==> src/rtl/gray_counter_if.sv <==
// Control/status bundle for gray_counter: load/count controls in, binary/Gray count and tc out.
// The counter drives through the slave modport; whoever controls the counter uses master.
interface gray_counter_if #(
  parameter int N = 8
);
  logic         en;
  logic         up_dn;
  logic         load;
  logic         load_sel;
  logic [N-1:0] load_val;
  logic [N-1:0] bin_out;
  logic [N-1:0] gray_out;
  logic         tc;

  modport master (
    output en, up_dn, load, load_sel, load_val,
    input  bin_out, gray_out, tc
  );

  modport slave (
    input  en, up_dn, load, load_sel, load_val,
    output bin_out, gray_out, tc
  );
endinterface

==> src/rtl/gray_counter.sv <==
// N-bit up/down counter with registered binary and Gray outputs, binary/Gray parallel load and tc pulse.
// Define GRAY_CNT_SAT_EN to saturate at the end points instead of wrapping modulo 2^N.
module gray_counter #(
  parameter int          N         = 8,
  parameter int unsigned RESET_VAL = 0
) (
  input  logic         clk,
  input  logic         rst_n,
  gray_counter_if.slave bus
);

  localparam logic [N-1:0] RST_BIN  = RESET_VAL[N-1:0];
  localparam logic [N-1:0] RST_GRAY = RST_BIN ^ (RST_BIN >> 1);
  localparam logic [N-1:0] ONE      = {{(N-1){1'b0}}, 1'b1};
  localparam logic [N-1:0] MAX_VAL  = {N{1'b1}};
  localparam logic [N-1:0] MIN_VAL  = {N{1'b0}};

  logic [N-1:0] bin_q;
  logic [N-1:0] gray_q;
  logic         tc_q;

  logic [N-1:0] next_bin;
  logic         next_tc;
  logic         at_max;
  logic         at_min;

  // Prefix XOR from the MSB down: b[N-1] = g[N-1], b[i] = b[i+1] ^ g[i].
  function automatic logic [N-1:0] gray_to_bin(input logic [N-1:0] g);
    logic [N-1:0] b;
    b[N-1] = g[N-1];
    for (int i = N - 2; i >= 0; i--) begin
      b[i] = b[i+1] ^ g[i];
    end
    return b;
  endfunction

  assign at_max = (bin_q == MAX_VAL);
  assign at_min = (bin_q == MIN_VAL);

  always_comb begin
    // NOTE: every output of this block gets a default first, so no path leaves it unassigned and no latch is inferred.
    next_bin = bin_q;
    next_tc  = 1'b0;
    if (bus.load) begin
      next_bin = bus.load_sel ? gray_to_bin(bus.load_val) : bus.load_val;
    end else if (bus.en) begin
      if (bus.up_dn) begin
`ifdef GRAY_CNT_SAT_EN
        if (at_max) next_tc  = 1'b1;
        else        next_bin = bin_q + ONE;
`else
        next_bin = bin_q + ONE;
        next_tc  = at_max;
`endif
      end else begin
`ifdef GRAY_CNT_SAT_EN
        if (at_min) next_tc  = 1'b1;
        else        next_bin = bin_q - ONE;
`else
        next_bin = bin_q - ONE;
        next_tc  = at_min;
`endif
      end
    end
  end

  // Gray is derived from next_bin, not from bin_q, so both outputs move on the same edge.
  always_ff @(posedge clk or negedge rst_n) begin
    // NOTE: sequential state uses non-blocking assignments so every register samples pre-edge values.
    if (!rst_n) begin
      bin_q  <= RST_BIN;
      gray_q <= RST_GRAY;
      tc_q   <= 1'b0;
    end else begin
      bin_q  <= next_bin;
      gray_q <= next_bin ^ (next_bin >> 1);
      tc_q   <= next_tc;
    end
  end

  assign bus.bin_out  = bin_q;
  assign bus.gray_out = gray_q;
  assign bus.tc       = tc_q;

endmodule

==> src/flat_wrapper.sv <==
// flat-port wrapper written by rule: the top's interface ports become plain ports
module gray_counter_flat 
#(
  parameter int          N         = 8,
  parameter int unsigned RESET_VAL = 0
)
  (clk, rst_n, bus_en, bus_up_dn, bus_load, bus_load_sel, bus_load_val, bus_bin_out, bus_gray_out, bus_tc);
  gray_counter_if #(.N(N)) bus_i ();
  input  logic clk;
  input  logic rst_n;
  input wire logic [$bits(bus_i.en)-1:0] bus_en;
  input wire logic [$bits(bus_i.up_dn)-1:0] bus_up_dn;
  input wire logic [$bits(bus_i.load)-1:0] bus_load;
  input wire logic [$bits(bus_i.load_sel)-1:0] bus_load_sel;
  input wire logic [$bits(bus_i.load_val)-1:0] bus_load_val;
  output wire logic [$bits(bus_i.bin_out)-1:0] bus_bin_out;
  output wire logic [$bits(bus_i.gray_out)-1:0] bus_gray_out;
  output wire logic [$bits(bus_i.tc)-1:0] bus_tc;
  assign bus_i.en = bus_en;
  assign bus_i.up_dn = bus_up_dn;
  assign bus_i.load = bus_load;
  assign bus_i.load_sel = bus_load_sel;
  assign bus_i.load_val = bus_load_val;
  assign bus_bin_out = bus_i.bin_out;
  assign bus_gray_out = bus_i.gray_out;
  assign bus_tc = bus_i.tc;
  gray_counter #(.N(N), .RESET_VAL(RESET_VAL)) u_core (.clk(clk), .rst_n(rst_n), .bus(bus_i));
endmodule
==> config.mk <==
export PLATFORM = sky130hd
export DESIGN_NAME = gray_counter_flat
export DESIGN_NICKNAME = d
export VERILOG_FILES = /design/src/rtl/gray_counter_if.sv /design/src/rtl/gray_counter.sv /design/src/flat_wrapper.sv
export SDC_FILE = /design/constraint.sdc
export NUM_CORES = 1
export LEC_CHECK = 0
export CORE_UTILIZATION = 48
export DETAILED_ROUTE_END_ITERATION = 16
export PLACE_DENSITY = 0.79
export SYNTH_ARGS = -nofsm -noshare
export SYNTH_HDL_FRONTEND = slang
export SYNTH_SLANG_ARGS = --single-unit
==> constraint.sdc <==
create_clock -name clk -period 2.9 [get_ports clk]
set_input_delay 0.29 -clock clk [delete_from_list [all_inputs] [get_ports clk]]
set_output_delay 0.29 -clock clk [all_outputs]
set_load 0.02 [all_outputs]
== Yosys cells after proc, flatten, opt, wreduce, memory -nomap -nowiden ==
Index checks and enable logic that the tools add are counted.
Cells by class
  $add $sub $neg: 2
  equal/unequal tests: 1
  multiplexer cells: 7
  bitwise operators: 8
  reductions and logical operators: 1
Operator list (count)
  $mux 8: 3
  $add 8x1->8 const B: 1
  $eq 8x8->1 const B: 1
  $logic_not 8->1: 1
  $sub 8x1->8 const B: 1
  $xor 8x7->8: 1
  $mux 7: 1
  $xor 1x1->1: 7
  $mux 1: 3
Word-level totals
  flip-flop bits (word level): 17
  bits of input ports: 14

== Longest topological paths before layout ==
  depth after elaboration: 10
  mapped depth: 9
  depth with buffers taken out: 9

== Worst setup path before layout ==
No wires, ideal clock.
  path type: register -> register
  start: register u_core.bin_q[0], in the netlist u_core.bus.bin_out[0]
  end: register u_core.gray_q[5], in the netlist u_core.bus.gray_out[5]
  data arrival time: 2.151 ns
  data required time: 2.774 ns
  path slack: 0.623 ns
  cell stages (with the launch flop): 10
  buffers on the path: 0
  cells stage by stage: dfrtp_1 inv_1 fa_1 nor2b_1 o21ai_1 a21boi_1 o21ai_0 and3_1 o31a_1 xor2_1
On the way
  longest elaborated chain between the ends: 5
  elaborated cells between the ends (all ways): 6
  those cells by class: add/sub (2); mux (3); bitwise (1)
Ends and longest elaborated chain
  from (decl): line gray_counter.sv:18  | logic [N-1:0] bin_q;
  from (signal assigned): line gray_counter.sv:75  | bin_q <= next_bin;
  $sub 8x1->8 or $add 8x1->8 (tied branches): line gray_counter.sv:60, gray_counter.sv:52
  $mux 8 *: line gray_counter.sv:47  | if (bus.up_dn) begin
  $mux 8 *: line gray_counter.sv:46  | end else if (bus.en) begin
  $mux 8 *: line gray_counter.sv:44  | if (bus.load) begin
  $xor 8x7->8 *: line gray_counter.sv:76  | gray_q <= next_bin ^ (next_bin >> 1);
  to (signal assigned): line gray_counter.sv:76
  to (decl): line gray_counter.sv:19  | logic [N-1:0] gray_q;
Every way passes the cells marked *; elsewhere a longest branch is shown, timed or not.

== Final worst setup path ==
  start: input port bus_up_dn
  end: register u_core.gray_q[5], in the netlist u_core.bus.gray_out[5]
On the way
  longest elaborated chain between the ends: 4
Ends and longest elaborated chain
  from (decl): line flat_wrapper.sv:12  | input wire logic [$bits(bus_i.up_dn)-1:0] bus_up_dn;
  $mux 8: line gray_counter.sv:47
  $mux 8: line gray_counter.sv:46
  $mux 8: line gray_counter.sv:44
  $xor 8x7->8: line gray_counter.sv:76
Every way passes these cells.

==> results.py <==
metrics = {
    "run_status": {
        "status": "complete, no violations",
    },
    "cts": {
        "cts-buffers-inserted": 3,
        "path_clk_slew_ps": 80,
        "cts_tree": "yes",
        "postCtsSetupRepairBufs": 0,
        "clock_path_buffers": 2,
        "cts.htree.levels": 1,
        "root_buffer": "clkbuf_4",
        "hold_buffers": 0,
        "cts_sinks": 16,
        "clk_latency_ps": 270,
        "ctsResizeCount": 0,
    },
    "logic_synthesis": {
        "yosys.area.top_type": "dfrtp_1",
        "synth_edf_count": 0,
        "synth.top_cell.area_share_pct": 34.3,
        "async_flop_share_pct": 100,
        "synth_cells": 123,
        "synth_nets": 144,
        "ys_seq_elements": 16,
        "ys_warn_count": 0,
        "syn_area_sq_mm": 0.00117,
        "seq_area_frac_synth_pct": 34.3,
        "yosys_most_used_dff": "dfrtp_1",
        "synth_cell_types": 36,
        "syn_area_per_cell_sq_um": 9.49,
        "synth_area_leaders": "dfrtp_1, xor2_1, xnor2_1, ha_1, nand2_1",
    },
    "global_route": {
        "grt_max_degree": 18,
        "grt_usage_pct": 22.5,
        "grt_first_pass_wirelength_mm": 4.34,
        "grt_pass1_vias": 924,
        "grt-ovfl-total": 0,
        "antenna_found_initial": 0,
    },
    "cells_and_area": {
        "filler_cell_count": 194,
        "diodes": 0,
        "nets": 175,
        "most-common-layout-cells": "clkdlybuf4s50_1, dfrtp_1, xor2_1, nand2_1, inv_1",
        "layout-drive-gt1-share_pct": 5.26,
        "final_common_cell": "clkdlybuf4s50_1",
        "final_util_pct": 66.5,
        "syn2layout_area_growth_pct": 28.4,
        "instances_no_fill": 180,
    },
    "floorplan": {
        "die_h_um": 51.3,
        "io_pins": 31,
        "rows": 17,
        "die_x_um": 51.3,
        "start_util_pct": 51.8,
        "design.die.area_sq_mm": 0.00263,
        "core_region_area_sq_mm": 0.00225,
    },
    "sta": {
        "period_needed_ps": 2490,
        "slew_viol_final": 0,
        "finalHoldViolCount": 0,
        "fmax_ghz": 0.402,
        "slew_headroom_pct": 54.8,
        "finalCritPeriodShare_pct": 85.8,
        "worst_pin_slew_ps": 676,
        "grt_setup_unrepaired": "false",
        "finClkSkew_ps": 1.76,
        "fin_tns_setup_ps": 0,
        "setup_violations": 0,
    },
    "drt": {
        "vias": 952,
        "first_iter_violations": 11,
        "first_pass_iters": 4,
        "wl_per_cell_um": 14.0,
        "ant_nets": 0,
        "wirelength_mm": 2.51,
        "drc": 0,
        "via_per_inst": 5.29,
    },
    "place": {
        "hpwl_mm": 2.02,
        "place_congestion": 0.892,
        "io_buffers": 30,
        "post-place-cells": 177,
    },
    "run": {
        "cap_viol_max_count": 0,
    },
    "power_and_ir_drop": {
        "p_leak_uw": 0.000651,
        "p_total_uw": 1060,
        "peakVddDrop_mv": 0.601,
        "pwr_density_cell_mw_per_mm2": 707,
    },
    "setup_path": {
        "cp-end-kind": "register",
        "critPathRequiredTime_ps": 3060,
        "critPathKind": "in -> reg",
        "r2r_start": "u_core.bus.bin_out[0]$_DFF_PN0_",
        "cp_max_fo": 7,
        "start_kind": "input port",
        "critPathLaunch": "bus_up_dn",
        "cp_data_arrival_time_ps": 2650,
    },
    "hold_path": {
        "holdCritPathClass": "in -> async",
    },
}
routing by layer:
metal	vias up	GRT usage (%)	wire length, um
met5	-	0	0
met4	0	3.15	0
met3	0	5.36	83
met1	446	29.4	1110
met2	28	38.6	1320
li1	478	-	-
cell families (layout without fill, tap and decap cells):
family	Yosys count	in the layout	share of synthesized area (%)
AOI/OAI and AO/OA	26	26	15.8
xor gates and xnor gates	26	26	22.1
adders and majority gates	7	7	8.15
buffers and inverters	14	43	5.47
DFF	16	16	34.3
muxes	1	1	0.857
and+or+nand+nor	33	33	13.4
report_power, final:
group	internal (uW)	switching [uW]
Combinational	289	308
Sequential	293	61.9
Clock	48.0	60.1
registers in the layout (all words and copies together), names as in the netlist:
name / flops
u_core.bus.bin_out: 8
u_core.bus.tc: 1
u_core.bus.gray_out: 7
area by class of cell:
cell class                      instances  area (sq um)  area share [%]
Multi-Input combinational cell         93           703            46.9
Timing Repair Buffer                   30           300            20.0
Inverter                               10          37.5            2.50
Tap cell                               28          35.0            2.34
Clock buffer                            3          22.5            1.50
Sequential cell                        16           400            26.7
worst paths after layout:
kind	to	slack (ps)	depth (start not counted)
min in group clk	u_core.bus.tc$_DFF_PN0_	720	3
max in group asynchronous	u_core.bus.gray_out[1]$_DFF_PN0_	2050	1
min reg2reg	u_core.bus.tc$_DFF_PN0_	720	3
max	u_core.bus.gray_out[5]$_DFF_PN0_	410	10
min	u_core.bus.bin_out[7]$_DFF_PN0_	420	1
max reg2reg	u_core.bus.gray_out[5]$_DFF_PN0_	510	9
Yosys cell counts (2+ instances only):
cell	n
a211oi_1	3
a21oi_1	5
a21oi_2	3
a22oi_1	2
buf_4	3
dfrtp_1	16
ha_1	6
inv_1	10
nand2_1	11
nand2b_1	2
nor2_1	8
nor2b_1	3
nor3_1	3
o21ai_0	3
o21ai_1	2
xnor2_1	9
xor2_1	15
per-stage QoR:
step                hold slack, ps  area (sq um)  worst slack [ps]
floorplan                    -5.59          1170               623
global placement               704          1480               263
detailed placement             712          1480               165
CTS                            443          1500               444
global route                   466          1500               276
finish                         423          1500               412
worst max-delay path, cell delays in order:
cell and delay (ps):
clkdlybuf4s50_1 560, inv_1 170, ha_1 350, nor2b_1 140, o21ai_1 80, a21boi_1 230
o21ai_0 140, and3_1 200, o31a_1 320, xor2_1 170
No activity file was read; power rests on OpenSTA's default activity.
